## src/rtl/cdc_sync_filter.sv

```systemverilog
// Multi-channel destination-side synchroniser with a per-channel stability
// filter and registered rise/fall event pulses. One clock (clk_dest), with a
// synchronous active-high reset.

// Per-channel stability filter: dout follows s only after s has differed
// from dout for FILTER_LEN consecutive cycles.
module cdc_sync_filter_lane #(
  parameter int FILTER_LEN = 4,
  parameter bit RST_VAL    = 1'b0
) (
  input  logic clk_dest,
  input  logic rst_dest,
  input  logic s,
  output logic dout,
  output logic rise,
  output logic fall
);
  localparam int CW = $clog2(FILTER_LEN + 1);

  logic [CW-1:0] cnt;

  // Count disagreement cycles; commit the new level and pulse on the last one.
  always_ff @(posedge clk_dest) begin
    if (rst_dest) begin
      cnt  <= '0;
      dout <= RST_VAL;
      rise <= 1'b0;
      fall <= 1'b0;
    end else begin
      rise <= 1'b0;
      fall <= 1'b0;
      if (s == dout) begin
        cnt <= '0;
      end else if (cnt == CW'(FILTER_LEN - 1)) begin
        cnt  <= '0;
        dout <= s;
        rise <= s;
        fall <= ~s;
      end else begin
        cnt <= cnt + CW'(1);
      end
    end
  end
endmodule

module cdc_sync_filter #(
  parameter int                   NUM_SYNC_STAGES = 2,
  parameter int                   DATA_WIDTH      = 1,
  parameter int                   FILTER_LEN      = 4,
  parameter logic [DATA_WIDTH-1:0] RESET_VALUE    = '0
) (
  input  logic                  clk_dest,
  input  logic                  rst_dest,
  input  logic [DATA_WIDTH-1:0] din,
  output logic [DATA_WIDTH-1:0] dout,
  output logic [DATA_WIDTH-1:0] rise,
  output logic [DATA_WIDTH-1:0] fall,
  output logic                  changed
);
  // Last synchroniser stage (or raw din when no CDC stages are built).
  logic [DATA_WIDTH-1:0] s;

  if (NUM_SYNC_STAGES > 0) begin : g_sync
    (* ASYNC_REG = "TRUE" *) logic [NUM_SYNC_STAGES-1:0][DATA_WIDTH-1:0] stg;

    // Plain flop chain; only stg[0] ever samples the asynchronous input.
    always_ff @(posedge clk_dest) begin
      if (rst_dest) begin
        stg <= {NUM_SYNC_STAGES{RESET_VALUE}};
      end else begin
        stg[0] <= din;
        for (int i = 1; i < NUM_SYNC_STAGES; i++) stg[i] <= stg[i-1];
      end
    end

    assign s = stg[NUM_SYNC_STAGES-1];
  end else begin : g_nosync
    assign s = din;
  end

  for (genvar i = 0; i < DATA_WIDTH; i++) begin : g_lane
    cdc_sync_filter_lane #(
      .FILTER_LEN (FILTER_LEN),
      .RST_VAL    (RESET_VALUE[i])
    ) u_lane (
      .clk_dest (clk_dest),
      .rst_dest (rst_dest),
      .s        (s[i]),
      .dout     (dout[i]),
      .rise     (rise[i]),
      .fall     (fall[i])
    );
  end

  // Any channel pulsing this cycle; driven purely from registered pulses.
  assign changed = |(rise | fall);
endmodule

```

## config.mk

```make
export PLATFORM = sky130hd
export DESIGN_NAME = cdc_sync_filter
export DESIGN_NICKNAME = d
export VERILOG_FILES = /design/src/rtl/cdc_sync_filter.sv
export SDC_FILE = /design/constraint.sdc
export NUM_CORES = 1
export LEC_CHECK = 0
export CAP_MARGIN = 15
export CORE_AREA = 10 10 47 49
export CTS_BUF_LIST = sky130_fd_sc_hd__clkbuf_2
export DETAILED_ROUTE_END_ITERATION = 7
export DIE_AREA = 0 0 57 59
export GPL_TIMING_DRIVEN = 0
export PLACE_DENSITY = 0.39
export SLEW_MARGIN = 20
export SYNTH_ARGS = -nofsm -noshare
export SYNTH_HDL_FRONTEND = slang
export SYNTH_HIERARCHICAL = 1
export SYNTH_SLANG_ARGS = --single-unit
```

## constraint.sdc

```tcl
create_clock -name clk_dest -period 1.4 [get_ports clk_dest]
set_clock_uncertainty 0.1 [all_clocks]
set_input_delay 0.14 -clock clk_dest [delete_from_list [all_inputs] [get_ports clk_dest]]
set_output_delay 0.14 -clock clk_dest [all_outputs]
set_load 0.03 [all_outputs]
```

==> qor.yml <==
worst_setup_path:
  crit_chain: "ha_1 > ha_1 > nor4_1"
  crit_path_start_kind: "flop"
  arrival_ns: 1.31
  critPathKind: "flop to flop"
  crit_slowest_cell: "dfxtp_1"
  crit_fanout: 6
  crit_path_end_kind: "flop"
  crit_family: "adder cells"
  worst_ep_required_time_ns: 1.42
  cp_num_buf_inv: 0
  cp_common_cell: "ha_1"
  cpPeakStageDelay_ns: 0.32
yosys:
  synth.net_count: 27
  synth_area_sq_um: 283
  synth_commonest_cells: "dfxtp_1, and4bb_2, ha_1, nor2b_1, nor4_1"
  synth_warnings: 6
  yosysMostFrequentCell: "dfxtp_1"
  syn_area_per_cell_sq_um: 12.9
  async_flop_share_pct: 0
  ys_seq_elements: 8
  syn_inst: 22
  yosysTopAreaCellShare_pct: 56.6
  yosysTopAreaCell: "dfxtp_1"
  ys.flop_type: "dfxtp_1"
  yosysSeqAreaShare_pct: 56.6
  synthTopCellsByArea: "dfxtp_1, and4bb_2, ha_1"
  synth_cell_types: 11
  synth_edf_count: 0
global_routing:
  grt_pass1_wl_um: 890
  first_global_vias: 211
  grt-ovfl-total: 0
  grt_antenna_before_repair: 0
  grt_max_degree: 9
  track_usage_pct: 3.67
floorplanning:
  initial_core_util_pct: 20.2
  io_pins: 7
  std_cell_rows: 14
  core_sq_mm: 0.00140
  die_x_um: 57
  chipHeight_um: 59
  dieArea_sq_mm: 0.00336
timing:
  hold_viol: 0
  period_minus_slack_ns: 1.28
  rsz0062_at_grt: "no"
  tns_ns: 0
  setup_violations: 0
  worst_pin_slew_ns: 0.311
  worst_hold_slack_ns: 0.336
  worst_slack_ns: 0.116
  max_slew_margin_pct: 79.1
  period_share_pct: 91.7
  fmax_ghz: 0.779
  slew_violations: 0
drt:
  firstDrtPassIters: 2
  routed-via-count: 192
  vias_per_cell: 4.09
  postRouteAntennaNets: 0
  routed_wl_um: 503
  drc: 0
  avgRoutedWirePerCell_um: 10.7
  drtIter0Drc: 1
placement:
  io_buffers: 6
  place_hpwl_um: 401
  placed_cells: 44
  gp_congestion: 0.684
  placed_area_sq_um: 363
  dpl_worst_slack_ns: 0.0498
cells_and_area:
  fin_util_pct: 26.3
  diodes: 0
  nets: 38
  areaGrowthSynthToFinish_pct: 30.5
  final_cell_area_sq_um: 369
  drive_gt1_share_pct: 22.6
  stdcell_count: 47
cts:
  cts_root_buffer: "clkbuf_2"
  clock_latency_ns: 0.22
  cts_buffer_depth: 2
  post_cts_buffers: 0
  cts_made_buffers: 3
  cts.hold.buffers_added: 0
  clock_sinks: 8
  cts_max_level: 1
  path_clk_slew_ns: 0.07
  cts_tree: "built"
status:
  status: "completed"
power_and_ir_drop:
  power_mw: 0.375
  power_per_cell_area_mw_per_mm2: 1020
  power.leakage_nw: 0.155
  max-vdd-ir-drop_v: 0.000373
flow_run:
  maxCapViolations: 0
min_path:
  min_path_type: "flop to flop"
[final timing paths]
kind / startpoint / endpoint / slack [ns] / depth (start not counted)
max: g_lane[0].u_lane/cnt[0] / g_lane[0].u_lane/cnt[2] / 0.12 / 3
min: g_lane[0].u_lane/cnt[0] / g_lane[0].u_lane/cnt[0] / 0.34 / 1
max reg2reg: g_lane[0].u_lane/cnt[0] / g_lane[0].u_lane/cnt[2] / 0.12 / 3
min reg2reg: g_lane[0].u_lane/cnt[0] / g_lane[0].u_lane/cnt[0] / 0.34 / 1
[power breakdown]
| group | switching, mW | internal (mW) |
|---|---|---|
| Clock | 0.0696 | 0.0584 |
| Combinational | 0.00554 | 0.00877 |
| Sequential | 0.00184 | 0.231 |
[timing repair]
| item | 4_1_cts | 5_1_grt |
|---|---|---|
| endpoints found under the setup margin | 4 | 1 |
| resized for setup | 4 | 2 |
| endpoints found under the hold margin | 0 | 0 |
[placed cells by master, fill, tap and decap left out]
master	Yosys	final
clkdlybuf4s50_1	0	2
clkbuf_2	0	4
nor2_1	1	1
nor4b_2	1	1
xnor2_1	1	1
or2_1	1	1
and4bb_2	2	2
nor4_1	2	2
dfxtp_1	8	8
nor2b_1	2	2
inv_1	1	1
ha_1	2	2
mux2i_1	1	1
dlygate4sd2_1	0	3
[area by class of cell]
cell class | count | area (sq um)
well taps | 16 | 20.0
clock buffers | 3 | 15.0
flip-flops and latches | 8 | 160
fillers | 161 | 1030
repair buffers | 6 | 51.3
inverters | 1 | 3.75
multi-input cells | 13 | 119
[state kept, by name, indices dropped and copies added (netlist names)]
register            flops
g_lane.u_lane/fall      1
s                       1
g_lane.u_lane/rise      1
g_lane.u_lane/cnt       3
g_sync.stg              1
g_lane.u_lane/dout      1
[routing by layer]
layer | vias to the layer above | routed length (um) | track usage, %
met1 | 91 | 192 | 2.85
met2 | 3 | 290 | 5.74
met5 | - | 0 | 0
li1 | 98 | - | -
met3 | 0 | 20 | 2.58
met4 | 0 | 0 | 4.03
[worst reg2reg max path, delay by kind of cell, from the launching register on]
kind / cells / cell delay (ns)
fa+ha+maj: 2 / 0.45
flops: 1 / 0.32
simple gates: 1 / 0.31
[logic make-up (layout without fill, tap and decap cells)]
| group | Yosys count | in the layout | synth area share (%) |
|---|---|---|---|
| simple gates | 9 | 9 | 26.5 |
| buf+inv | 1 | 10 | 1.33 |
| mux | 1 | 1 | 3.54 |
| fa+ha+maj | 2 | 2 | 8.85 |
| flops | 8 | 8 | 56.6 |
| xor+xnor | 1 | 1 | 3.10 |
No activity file was read; power rests on OpenSTA's default activity.
